## src/rtl/riscv_pkg.sv

```systemverilog
// riscv_pkg -- shared types for the fetch-PC redirect logic.
//   xlen_t           : 32-bit machine word.
//   state_t          : redirect FSM states (RUN, FLUSH).
//   RESET_PC_DEFAULT : default PC loaded on reset.
//   cnt_t            : 3-bit flush cycle counter (FLUSH_CYCLES is 1..7).
package riscv_pkg;

  typedef logic [31:0] xlen_t;

  typedef enum logic {
    RUN   = 1'b0,
    FLUSH = 1'b1
  } state_t;

  localparam xlen_t RESET_PC_DEFAULT = 32'h0000_0000;

  localparam int CNT_W = 3;
  typedef logic [CNT_W-1:0] cnt_t;

endpackage

```

## src/rtl/pc_target_calc.sv

```systemverilog
// pc_target_calc -- combinational redirect target selection.
// Optional feature macro: PC_MISALIGN_TRAP_EN (adds the misaligned output).
// Ports:
//   branch_taken, jal_en, jalr_en : redirect sources from EX
//   pc_ex, rs1, imm               : operands for the target adders
//   req                           : any redirect source is active
//   target                        : prioritised target (jalr > jal > branch)
//   misaligned                    : target[1] set (only with PC_MISALIGN_TRAP_EN)
module pc_target_calc
  import riscv_pkg::*;
(
  input  logic  branch_taken,
  input  logic  jal_en,
  input  logic  jalr_en,
  input  xlen_t pc_ex,
  input  xlen_t rs1,
  input  xlen_t imm,
  output logic  req,
`ifdef PC_MISALIGN_TRAP_EN
  output logic  misaligned,
`endif
  output xlen_t target
);

  xlen_t pc_rel;
  xlen_t reg_rel;

  // Both adders wrap modulo 2^32; carry out is intentionally dropped.
  assign pc_rel  = pc_ex + imm;
  assign reg_rel = (rs1 + imm) & ~xlen_t'(1);

  assign req = branch_taken | jal_en | jalr_en;

  // jal and branch share the pc-relative adder, so only jalr needs a mux leg.
  always_comb begin
    target = pc_rel;
    if (jalr_en) begin
      target = reg_rel;
    end
  end

`ifdef PC_MISALIGN_TRAP_EN
  assign misaligned = target[1];
`endif

endmodule

```

## src/rtl/pc_redirect_unit.sv

```systemverilog
// pc_redirect_unit -- fetch PC register with branch/jump redirect and flush.
// Optional feature macro: PC_MISALIGN_TRAP_EN (misaligned target -> trap).
// Parameters:
//   RESET_PC     : PC loaded on reset
//   FLUSH_CYCLES : cycles flush stays high after a redirect (1..7)
// Ports:
//   clk, rst                      : clock, asynchronous active-high reset
//   stall                         : hold the PC (fetch back-pressure)
//   branch_taken, jal_en, jalr_en : redirect requests from EX
//   pc_ex, rs1, imm               : target operands
//   pc, pc_plus4                  : fetch PC and its link value
//   redirect                      : one-cycle pulse, PC loaded with a target
//   flush                         : squash younger instructions in IF/ID
//   trap                          : misaligned-target pulse (macro only)
//   state                         : FSM state, exported for debug
// Handshake: there is no valid/ready pair; requests are level inputs sampled
// on every rising edge while in RUN and ignored while in FLUSH.
module pc_redirect_unit
  import riscv_pkg::*;
#(
  parameter xlen_t RESET_PC     = RESET_PC_DEFAULT,
  parameter int    FLUSH_CYCLES = 2
)(
  input  logic   clk,
  input  logic   rst,
  input  logic   stall,
  input  logic   branch_taken,
  input  logic   jal_en,
  input  logic   jalr_en,
  input  xlen_t  pc_ex,
  input  xlen_t  rs1,
  input  xlen_t  imm,
  output xlen_t  pc,
  output xlen_t  pc_plus4,
  output logic   redirect,
  output logic   flush,
`ifdef PC_MISALIGN_TRAP_EN
  output logic   trap,
`endif
  output state_t state
);

  localparam cnt_t LAST_CNT = cnt_t'(FLUSH_CYCLES - 1);

  state_t state_n;
  cnt_t   cnt;
  cnt_t   cnt_n;
  xlen_t  pc_n;
  xlen_t  seq_pc;
  logic   redirect_n;
  logic   req;
  xlen_t  target;
`ifdef PC_MISALIGN_TRAP_EN
  logic   misaligned;
  logic   trap_n;
`endif

  pc_target_calc u_target (
    .branch_taken (branch_taken),
    .jal_en       (jal_en),
    .jalr_en      (jalr_en),
    .pc_ex        (pc_ex),
    .rs1          (rs1),
    .imm          (imm),
    .req          (req),
`ifdef PC_MISALIGN_TRAP_EN
    .misaligned   (misaligned),
`endif
    .target       (target)
  );

  assign pc_plus4 = pc + 32'd4;
  assign seq_pc   = stall ? pc : pc_plus4;

  // flush is a pure decode of the state, so reset clears it immediately.
  assign flush = (state == FLUSH);

  always_comb begin
    state_n    = state;
    cnt_n      = cnt;
    pc_n       = pc;
    redirect_n = 1'b0;
`ifdef PC_MISALIGN_TRAP_EN
    trap_n     = 1'b0;
`endif
    case (state)
      RUN: begin
        if (req) begin
          // A redirect wins over stall: the target is loaded regardless.
`ifdef PC_MISALIGN_TRAP_EN
          if (misaligned) begin
            trap_n = 1'b1;
          end else begin
            pc_n       = target;
            redirect_n = 1'b1;
          end
`else
          pc_n       = target;
          redirect_n = 1'b1;
`endif
          state_n = FLUSH;
          cnt_n   = '0;
        end else begin
          pc_n = seq_pc;
        end
      end
      FLUSH: begin
        // Shadow requests are dropped; stall only affects the PC, never
        // the flush countdown.
        pc_n = seq_pc;
        if (cnt == LAST_CNT) begin
          state_n = RUN;
          cnt_n   = '0;
        end else begin
          cnt_n = cnt + cnt_t'(1);
        end
      end
      default: begin
        state_n = RUN;
        cnt_n   = '0;
      end
    endcase
  end

  always_ff @(posedge clk or posedge rst) begin
    if (rst) begin
      state    <= RUN;
      cnt      <= '0;
      pc       <= RESET_PC;
      redirect <= 1'b0;
`ifdef PC_MISALIGN_TRAP_EN
      trap     <= 1'b0;
`endif
    end else begin
      state    <= state_n;
      cnt      <= cnt_n;
      pc       <= pc_n;
      redirect <= redirect_n;
`ifdef PC_MISALIGN_TRAP_EN
      trap     <= trap_n;
`endif
    end
  end

endmodule

```

## config.mk

```make
export PLATFORM = sky130hd
export DESIGN_NAME = pc_redirect_unit
export DESIGN_NICKNAME = d
export VERILOG_FILES = /design/src/rtl/riscv_pkg.sv /design/src/rtl/pc_target_calc.sv /design/src/rtl/pc_redirect_unit.sv
export SDC_FILE = /design/constraint.sdc
export NUM_CORES = 1
export LEC_CHECK = 0
export CORE_UTILIZATION = 36
export CTS_BUF_LIST = sky130_fd_sc_hd__clkbuf_16
export CTS_CLUSTER_SIZE = 30
export DETAILED_ROUTE_END_ITERATION = 16
export GPL_ROUTABILITY_DRIVEN = 0
export GPL_TIMING_DRIVEN = 0
export PLACE_DENSITY = 0.73
export SKIP_CTS_REPAIR_TIMING = 1
export SYNTH_ARGS = -nofsm -noshare
export SYNTH_HDL_FRONTEND = slang
export SYNTH_HIERARCHICAL = 1
export SYNTH_SLANG_ARGS = --single-unit
```

## constraint.sdc

```tcl
create_clock -name clk -period 2.65 [get_ports clk]
set_input_delay 0.53 -clock clk [delete_from_list [all_inputs] [get_ports clk]]
set_output_delay 0.53 -clock clk [all_outputs]
set_load 0.005 [all_outputs]
```

==> impl_metrics.ini <==
[status]
status = complete, but fails checks
violations = setup timing

[synth]
synth.avg_cell_area_um2 = 7.509
postSynthCellCount = 816
syn-num-nets = 982
yosysMostFrequentCell = nand2_1
synth-seq-area-share_pct = 15.11
yosys.area_share.xor_xnor_pct = 13.72
ys_ff_latch = 37
synth_top_cell_by_area = dfrtp_1
synth-simple-area-share_pct = 23.77
synth_edf_count = 0
synth_top_area_share_pct = 15.11
yosys_warnings = 6
synth_top_family_by_area = compound AO/OA/AOI/OAI gates
muxShareOfSynthArea_pct = 1.715
synthAdderAreaFrac_pct = 13.31
synth-main-ff-cell = dfrtp_1
synth_compound_area_share_pct = 27.94
synth_cell_types = 87
ys_async_sr_fraction_pct = 100.0
synthTopCellsByCount = 89 x nand2_1, 67 x a21oi_1, 67 x nor2_1
synth_top_cells_by_area = dfrtp_1 15%, ha_1 13%, xnor2_1 7.3%, xor2_1 6.4%, a21oi_1 5.5%
synth_area_mm2 = 0.006127

[timing]
finalSetupViolCount = 31
totalNegativeSetupSlack_ns = -5.926
finClkSkew_ns = 0.009874
hold_viol = 0
slew_headroom_pct = 46.42
finalCriticalPeriod_ns = 3.192
holdWs_ns = 0.5304
fmax_mhz = 313.3
fin_crit_sh_pct = 120.5
rsz0062_at_grt = true
worst_pin_slew_ns = 0.8025
finalMaxSlewViolations = 0
worst_slack_ns = -0.5423

[global_routing]
antenna_found_initial = 0
first_global_vias = 6336
grt_pass1_wl_um = 31820
grtUsageTotal_pct = 22.35
grt_start_max_net_pins = 38
grt-ovfl-total = 0

[worst_setup_path]
cp-startpoint = imm[0]
crit_arrival_ns = 3.40
start_kind = input port
critPathMaxFanout = 5
r2r-start = pc[2]
criticalPathCategory = input port to flip-flop
endpoint_kind = flip-flop
cp.required_ns = 2.86

[routing]
drc = 0
wire_per_inst_um = 18.26
via_per_inst = 5.776
drt_pass1_iterations = 5
wl_um = 23520
drt_iter0_markers = 725
ant_nets = 0
vias = 7439

[floorplanning]
num_rows = 47
core_mm2 = 0.01658
chipWidth_um = 132.5
ios = 169
die_h_um = 132.5
start_util_pct = 36.95
die-area_mm2 = 0.01755

[power]
power_density_mw_per_mm2 = 613.6
ir_worst_vdd_uv = 462.0
power.leakage_nw = 4.411
total_power_mw = 6.248

[layout]
fill_cells = 1348
area_growth_pct = 66.20
num-nets-final = 1233
multiInputGateArea_mm2 = 0.006195
n_antenna_cell = 0
layout-drive-gt1-share_pct = 30.81
regArea_um2 = 937.1

[clock_network]
cts_max_path_buffers = 2
numCtsBuffers = 5
clk_pin_slew_ns = 0.05
cts_tree = yes
htree_levels = 2
insertion_delay_ns = 0.30
cts_root_buf = clkbuf_16
cts.sinks = 37

[placed_design]
io_buffers = 167
hpwl_um = 16320

[flow_run]
maxCapViolations = 0

[worst_hold_path]
hold_path_class = flip-flop to flip-flop
min_from = cnt[2]
==> critical path, cell delays in order <==
cell and delay (ns):
buf_8 0.10, ha_4 0.16, fa_2 0.38, a21o_1 0.23
o2bb2ai_4 0.16, a2bb2oi_4 0.19, a211o_1 0.34, a31oi_4 0.19
a21oi_2 0.08, nor2b_1 0.13, mux2_1 0.34, a311oi_2 0.32
nor2_1 0.10, a31oi_1 0.15
==> per-layer routing <==
metal	part of all wire, %	track usage (%)	vias to the layer above
li1	-	-	3513
met1	43	30.59	3473
met2	48	36.55	395
met3	6.3	2.682	58
met4	2.7	6.960	0
met5	0	0	-
==> cell type report <==
class / count / area share, %
multi-input cells: 718 / 60.83
repair buffers: 255 / 23.21
flip-flops and latches: 37 / 9.203
well taps: 220 / 2.703
plain buffers: 26 / 1.573
clock buffers: 5 / 1.229
inverters: 24 / 0.8846
clock inverters: 3 / 0.3686
==> path summary, 6_finish.rpt <==
check,endpoint,slack [ns],cells past startpoint
min in group asynchronous,flush,0.70,2
setup reg to reg,pc[24],0.21,7
max in group asynchronous,pc[12],1.37,2
setup / recovery,pc[28],-0.54,14
hold reg to reg,cnt[2],0.53,1
hold / removal,cnt[2],0.53,1
==> per-stage QoR <==
stage / instance area, µm² / cells / setup slack, ns / utilization, %
after floorplan: 6314 / 816 / -0.3568 / -
after global placement: 8260 / 1203 / -1.432 / 49.81
after detailed placement: 8260 / 1203 / -1.402 / 49.81
after CTS: 8423 / 1211 / -1.114 / 50.79
after global routing: 10180 / 1288 / -0.6270 / 61.41
final: 10180 / 1288 / -0.5423 / 61.41
==> where the power goes <==
| part | internal [mW] | switching, mW |
|---|---|---|
| Sequential | 0.848 | 0.445 |
| Clock | 0.437 | 0.242 |
| Combinational | 2.26 | 2.02 |
| Total | 3.55 | 2.70 |
==> state kept, by name (all words and copies together) (netlist names) <==
name and cells:
cnt 3, flush 1, pc 32, redirect 1
==> cells in the final DEF, fill, tap and decap left out, drive strengths merged, types with 29 or more instances in the layout <==
cell type / count
xnor2: 51
a21oi: 68
dlymetal6s2s: 38
nor2: 67
ha: 62
o21ai: 56
xor2: 45
buf: 124
dfrtp: 37
clkdlybuf4s50: 95
a21o: 30
nand2: 90
clkbuf: 29
==> cell families after synthesis <==
group,count (synthesis)
buffers and inverters,62
DFF,37
muxes,10
and+or+nand+nor,292
xor gates and xnor gates,96
adders and majority gates,64
AOI/OAI and AO/OA,255
Note: power is estimated with default switching activity, not from simulation.
